<file path="src/rtl/fft_pkg.sv">
// Shared types and helpers for the fft block, its output serializer and their benches.
package fft_pkg;

    localparam int unsigned SAMPLE_W = 32;
    localparam int unsigned COMP_W   = 16;
    localparam int unsigned FFT_LEN  = 8;

    typedef struct packed {
        logic [COMP_W-1:0] re;
        logic [COMP_W-1:0] im;
    } cplx_t;

    typedef enum logic [1:0] {
        SLOT_EMPTY    = 2'd0,
        SLOT_FULL     = 2'd1,
        SLOT_DRAINING = 2'd2
    } slot_state_t;

    // Reverse the low 'width' bits of idx.
    function automatic int unsigned bitrev(input int unsigned idx, input int unsigned width);
        int unsigned r;
        r = 0;
        for (int unsigned b = 0; b < width; b++) begin
            r = (r << 1) | ((idx >> b) & 32'd1);
        end
        return r;
    endfunction

endpackage

</file>
<file path="src/rtl/fft_frame_slot.sv">
// One frame of sample storage with its EMPTY/FULL/DRAINING state and an indexed read port.
module fft_frame_slot
    import fft_pkg::*;
#(
    parameter int unsigned LEN = FFT_LEN
) (
    input  logic                     clk,
    input  logic                     rst,
    input  logic                     i_wr_en,
    input  cplx_t [LEN-1:0]          i_wr_data,
    input  logic                     i_start,
    input  logic                     i_done,
    input  logic [$clog2(LEN)-1:0]   i_rd_idx,
    output slot_state_t              o_state,
    output cplx_t                    o_rd_data_c
);

    slot_state_t     r_state;
    cplx_t [LEN-1:0] r_data;

    // A slot may be written and start draining on the same edge (bypass to the output).
    always_ff @(posedge clk or posedge rst) begin
        if (rst) begin
            r_state <= SLOT_EMPTY;
        end else if (i_done) begin
            r_state <= SLOT_EMPTY;
        end else if (i_start) begin
            r_state <= SLOT_DRAINING;
        end else if (i_wr_en) begin
            r_state <= SLOT_FULL;
        end
    end

    always_ff @(posedge clk) begin
        if (i_wr_en) begin
            r_data <= i_wr_data;
        end
    end

    assign o_state     = r_state;
    assign o_rd_data_c = r_data[i_rd_idx];

endmodule

</file>
<file path="src/rtl/fft_out_serializer.sv">
// Captures full fft frames into a ping-pong pair of slots and streams them out one
// sample per cycle, optionally in bit-reversed order and arithmetically scaled.
module fft_out_serializer
    import fft_pkg::*;
#(
    parameter int unsigned LEN    = FFT_LEN,
    parameter int unsigned BITREV = 0,
    parameter int unsigned SHIFT  = 0
) (
    input  logic                      clk,
    input  logic                      rst,
    input  logic                      frame_valid,
    input  logic [LEN*SAMPLE_W-1:0]   frame_data,
    output logic                      frame_ready,
    output logic                      out_valid,
    input  logic                      out_ready,
    output logic [SAMPLE_W-1:0]       out_data,
    output logic [$clog2(LEN)-1:0]    out_index,
    output logic                      out_last,
    output logic                      overflow
);

    localparam int unsigned IDX_W = $clog2(LEN);

    logic                 r_wr;
    logic                 r_rd;
    logic [IDX_W-1:0]     r_k;
    logic                 r_out_valid;
    logic [SAMPLE_W-1:0]  r_out_data;
    logic [IDX_W-1:0]     r_out_index;
    logic                 r_out_last;
    logic                 r_overflow;

    cplx_t [LEN-1:0]      w_frame;
    slot_state_t          w_state   [2];
    cplx_t                w_rd_data [2];
    logic                 w_frame_ready;
    logic                 w_capture;
    logic                 w_xfer;
    logic                 w_last_xfer;
    logic                 w_load;
    logic                 w_start;
    logic                 w_src;
    logic [IDX_W-1:0]     w_next_k;
    logic [IDX_W-1:0]     w_src_idx;
    cplx_t                w_sample;
    logic [SAMPLE_W-1:0]  w_scaled;

    assign w_frame       = frame_data;
    assign w_frame_ready = (w_state[r_wr] == SLOT_EMPTY);
    assign w_capture     = frame_valid && w_frame_ready;
    assign w_xfer        = r_out_valid && out_ready;
    assign w_last_xfer   = w_xfer && r_out_last;

    for (genvar g = 0; g < 2; g++) begin : g_slot
        fft_frame_slot #(.LEN(LEN)) u_slot (
            .clk         (clk),
            .rst         (rst),
            .i_wr_en     (w_capture && (r_wr == 1'(g))),
            .i_wr_data   (w_frame),
            .i_start     (w_start && (w_src == 1'(g))),
            .i_done      (w_last_xfer && (r_rd == 1'(g))),
            .i_rd_idx    (w_src_idx),
            .o_state     (w_state[g]),
            .o_rd_data_c (w_rd_data[g])
        );
    end

    // Choose which sample the output register loads at this edge, if any.
    always_comb begin
        w_load   = 1'b0;
        w_start  = 1'b0;
        w_src    = r_rd;
        w_next_k = '0;
        if (w_xfer && !r_out_last) begin
            w_load   = 1'b1;
            w_next_k = r_k + IDX_W'(1);
        end else if (!r_out_valid || w_xfer) begin
            w_src   = r_out_valid ? ~r_rd : r_rd;
            w_start = (w_state[w_src] == SLOT_FULL) || (w_capture && (r_wr == w_src));
            w_load  = w_start;
        end
    end

    assign w_src_idx = (BITREV != 0) ? IDX_W'(bitrev(32'(w_next_k), IDX_W)) : w_next_k;
    // A slot being captured on this very edge is read straight from the input frame.
    assign w_sample  = (w_capture && (r_wr == w_src)) ? w_frame[w_src_idx] : w_rd_data[w_src];
    assign w_scaled  = {COMP_W'($signed(w_sample.re) >>> SHIFT),
                        COMP_W'($signed(w_sample.im) >>> SHIFT)};

    always_ff @(posedge clk or posedge rst) begin
        if (rst) begin
            r_wr        <= 1'b0;
            r_rd        <= 1'b0;
            r_k         <= '0;
            r_out_valid <= 1'b0;
            r_out_data  <= '0;
            r_out_index <= '0;
            r_out_last  <= 1'b0;
            r_overflow  <= 1'b0;
        end else begin
            r_overflow <= frame_valid && !w_frame_ready;
            if (w_capture) begin
                r_wr <= ~r_wr;
            end
            if (w_last_xfer) begin
                r_rd <= ~r_rd;
            end
            if (w_load) begin
                r_out_valid <= 1'b1;
                r_k         <= w_next_k;
                r_out_data  <= w_scaled;
                r_out_index <= w_src_idx;
                r_out_last  <= (w_next_k == IDX_W'(LEN - 1));
            end else if (w_last_xfer) begin
                r_out_valid <= 1'b0;
                r_k         <= '0;
            end
        end
    end

    assign frame_ready = w_frame_ready;
    assign out_valid   = r_out_valid;
    assign out_data    = r_out_data;
    assign out_index   = r_out_index;
    assign out_last    = r_out_last;
    assign overflow    = r_overflow;

endmodule

</file>
<file path="config.mk">
export PLATFORM = sky130hd
export DESIGN_NAME = fft_out_serializer
export DESIGN_NICKNAME = d
export VERILOG_FILES = /design/src/rtl/fft_pkg.sv /design/src/rtl/fft_frame_slot.sv /design/src/rtl/fft_out_serializer.sv
export SDC_FILE = /design/constraint.sdc
export NUM_CORES = 1
export LEC_CHECK = 0
export ABC_AREA = 1
export CAP_MARGIN = 20
export CORE_ASPECT_RATIO = 1.4
export CORE_MARGIN = 5
export CORE_UTILIZATION = 52
export CTS_CLUSTER_DIAMETER = 200
export DETAILED_ROUTE_END_ITERATION = 6
export MAX_ROUTING_LAYER = met4
export PLACE_DENSITY = 0.77
export SLEW_MARGIN = 40
export SYNTH_ARGS = -nofsm -noshare
export SYNTH_HDL_FRONTEND = slang
export SYNTH_SLANG_ARGS = --single-unit
export TNS_END_PERCENT = 20
</file>
<file path="constraint.sdc">
create_clock -name clk -period 12.6 [get_ports clk]
set_clock_uncertainty 0.05 [all_clocks]
set_input_delay 2.52 -clock clk [delete_from_list [all_inputs] [get_ports clk]]
set_output_delay 2.52 -clock clk [all_outputs]
set_load 0.1 [all_outputs]
</file>
==> flow_summary_export.csv <==
group,metric,value,unit
yosys,synthArstFlopShare,8.408,%
yosys,synthMuxAreaShare,0,%
global_route,grt_remaining_overflow,0,
layout,nFillCells,4341,
yosys,synth_top_family_by_area,"simple AND/OR/NAND/NOR gates",
timing,holdWs,0.4224,ns
pwr,worst_ir_drop_vdd,0.1611,mV
yosys,synth_xor_area_share,0.1227,%
clock_network,root_buffer,"clkbuf_16",
layout,final_area,32630,um2
setup_path,endpoint,"out_data[12]",
setup_path,startpoint_type,"primary input",
setup_path,end_kind,"register",
clock_network,cts_resized,0,
floorplan,dieArea,57720,um2
yosys,synth_area,27540,um2
yosys,postSynthAreaPerCell,8.894,um2
routing,drt_wl_total,77140,um
yosys,synthSimpleGateAreaFrac,27.60,%
setup_path,crit_path_max_incr_delay,0.77,ns
floorplan,ios,299,
setup_path,ff2ff_setup_slack,8.64,ns
timing,final.min_clock_period,5.677,ns
status,status,"finished, violations left",
timing,period_share,45.06,%
setup_path,worstPathRequired,13.04,ns
place,placed_area,30710,um2
routing,drcViolationCount,1,
setup_path,crit_family,"buffers and inverters",
clock_network,clock_latency,0.58,ns
floorplan,coreArea,52270,um2
global_route,track_usage,26.80,%
clock_network,clock_tree.htree_level_count,2,
floorplan,rows,99,
routing,drtIter0Drc,2124,
setup_path,path_depth,12,
routing,detail-route-antenna-nets,0,
global_route,grt_pass1_wl,118500,um
yosys,synth_edf_count,512,
setup_path,crit_fanout,82,
setup_path,cp_cell_sequence,"clkdlybuf4s50_1 -> nand2_2 -> nor2_4 -> nand2_8 -> inv_2 -> buf_4 -> nand3_1 -> nand3_1 -> nand3_1 -> nand2_1 -> inv_1 -> a21oi_1",
timing,setup_viol,0,
layout,final_cells,4052,
flow_run,maxCapViolCount,0,
setup_path,cp_data_arrival_time,6.12,ns
clock_network,path_clk_slew,0.06,ns
yosys,syn_inst,3096,
setup_path,r2r-start,"r_k[0]",
routing,vias,22120,
routing,drt_pass1_iterations,7,
yosys,synth.distinct_cells,27,
setup_path,critPathMostFrequentCell,"nand3_1",
place,port_buffers,298,
place,place_hpwl,47130,um
yosys,syn_nets,3357,
yosys,ys_warn_count,0,
setup_path,r2r_cells,9,
pwr,powerDensity,202.9,nW/um2
timing,slew_viol_final,0,
timing,worst_pin_slew,0.8611,ns
yosys,synthAdderAreaFrac,0.04544,%
yosys,synthFlopType,"edfxtp_1",
setup_path,worst-path-buf-inv,4,
place,placed_cells,3941,
global_route,grt_pass1_vias,21820,
status,violations,"DRC",
clock_network,numClockSinks,559,
yosys,synth-seq-cells,559,
setup_path,reg2reg_to,"out_data[23]",
global_route,grt_max_degree,148,
layout,drive_above_1_share,5.757,%
layout,nets,3552,
routing,post_drt_wl_per_cell,19.04,um
global_route,antenna_found_initial,8,
floorplan,die_width,204.5,um
yosys,synth_compound_area_share,1.168,%
clock_network,cts_buffer_depth,3,
setup_path,critPathKind,"primary input to register",
timing,tns,0,ns
timing,rsz0062_at_grt,"no",
layout,syn2layout_area_growth,18.49,%
setup_path,critPathSlowestCell,"inv_2",
routing,vias_per_cell,5.460,
floorplan,die_h,282.3,um
timing,max_freq,0.1761,GHz
place,gp_congestion,0.9266,
clock_network,cts_buffers,53,
clock_network,ctsHoldBuffers,0,
setup_path,critPathLaunch,"out_ready",
timing,slew-limit-headroom,42.60,%
clock_network,cts_tree,"done",
clock_network,post_cts_buffers,0,
worst_hold_path,hp-class,"register to register",
pwr,p_leak,14.34,nW
timing,hold_violations,0,
pwr,power.total,0.006622,W
floorplan,start_util,52.68,%
yosys,synth-seq-area-share,60.11,%
[worst reg2reg max path: cells and delay by family, from the launching register on]
kind | cells | cell delay, ns
AND/OR/NAND/NOR | 5 | 1.16
flip-flops | 1 | 0.90
XOR/XNOR | 1 | 0.68
buffers and inverters | 1 | 0.60
adder cells (fa/ha/maj) | 1 | 0.36
AO/OA/AOI/OAI | 1 | 0.15
[layer usage]
layer | up-vias | GRT usage, % | share of wire, %
li1 | 10350 | - | -
met1 | 10460 | 32.60 | 37
met2 | 1079 | 45.07 | 50
met3 | 228 | 3.039 | 7.5
met4 | 0 | 12.63 | 4.9
met5 | - | - | 0
[how the worst min path moves through the flow]
stage                                  endpoint  depth (start not counted)  slack (ns)                         from
floorplan           g_slot[1].u_slot.o_state[1]                          2        0.42  g_slot[1].u_slot.o_state[1]
global placement                   out_index[1]                          2        0.41                 out_index[1]
detailed placement                 out_index[0]                          2        0.41                 out_index[0]
CTS                                out_index[1]                          2        0.42                 out_index[1]
global route                       out_index[0]                          2        0.44                 out_index[0]
finish                             out_index[1]                          2        0.42                 out_index[1]
[placed cells by master, fill, tap and decap left out, types with 2 or more instances in the layout]
master	synthesis	final
clkbuf_8	0	5
edfxtp_1	512	512
inv_1	573	570
buf_2	71	39
clkbuf_16	0	55
inv_6	0	2
inv_2	3	3
nand2_4	0	2
nor2_4	1	5
a21oi_1	32	32
buf_6	5	10
nand3_1	673	673
buf_4	7	13
clkinv_1	0	11
or2_2	25	25
nand2_1	691	687
nand2_2	3	3
bufinv_16	0	8
clkinvlp_4	0	2
clkinv_2	0	9
clkdlybuf4s50_1	0	259
xnor2_1	2	2
dfrtp_1	47	47
clkbuf_1	84	8
diode_2	0	10
nor2_1	264	262
nand3b_1	59	59
o2111ai_1	15	15
buf_8	0	2
nand2_8	0	2
buf_16	0	2
[kinds of logic after synthesis]
kind of cell,Yosys count
flip-flops,559
AND/OR/NAND/NOR,1719
AO/OA/AOI/OAI,51
adder cells (fa/ha/maj),1
buffers and inverters,763
XOR/XNOR,3
[through the flow]
| stage | worst slack, ns | util (%) |
|---|---|---|
| after floorplan | 2.772 | - |
| after global placement | 6.051 | 58.94 |
| after detailed placement | 5.869 | 58.76 |
| after CTS | 6.478 | 62.24 |
| after global routing | 6.673 | 62.41 |
| final | 6.923 | 62.42 |
[sequential cells by signal, indices dropped and copies added, names as in the netlist]
signal                 flops
g_slot.u_slot.r_data     512
out_valid                  1
out_last                   1
out_index                  3
r_wr                       1
out_data                  32
overflow                   1
r_k                        3
g_slot.u_slot.o_state      4
r_rd                       1
[area by class of cell]
| type | count | area (um2) | share of cell area, % |
|---|---|---|---|
| Sequential cell | 559 | 16550 | 50.72 |
| Multi-Input combinational cell | 1774 | 8041 | 24.65 |
| Timing Repair Buffer | 327 | 3117 | 9.552 |
| Inverter | 576 | 2190 | 6.711 |
| Clock buffer | 67 | 1461 | 4.479 |
| Tap cell | 707 | 884.6 | 2.711 |
| Clock inverter | 32 | 359.1 | 1.101 |
| Antenna cell | 10 | 25.02 | 0.07669 |
[synth_stat cells, types with 2 or more instances]
master / n / area [um2]
a21oi_1: 32 / 160.2
buf_1: 20 / 75.07
buf_2: 71 / 355.3
buf_4: 7 / 52.55
buf_6: 5 / 56.30
clkbuf_1: 84 / 315.3
dfrtp_1: 47 / 1176
edfxtp_1: 512 / 15370
inv_1: 573 / 2151
inv_2: 3 / 11.26
nand2_1: 691 / 2594
nand2_2: 3 / 18.77
nand3_1: 673 / 3368
nand3b_1: 59 / 442.9
nor2_1: 264 / 991.0
nor2_2: 2 / 12.51
o2111ai_1: 15 / 131.4
or2_2: 25 / 156.4
xnor2_1: 2 / 17.52
[power by group]
| part | total [W] | switching, W | internal [W] |
|---|---|---|---|
| Combinational | 0.00264 | 0.00197 | 0.000679 |
| Clock | 0.00167 | 0.000689 | 0.000983 |
| Sequential | 0.00231 | 0.0000910 | 0.00221 |
| Total | 0.00662 | 0.00275 | 0.00388 |
Power figures use the tool's default switching activity.
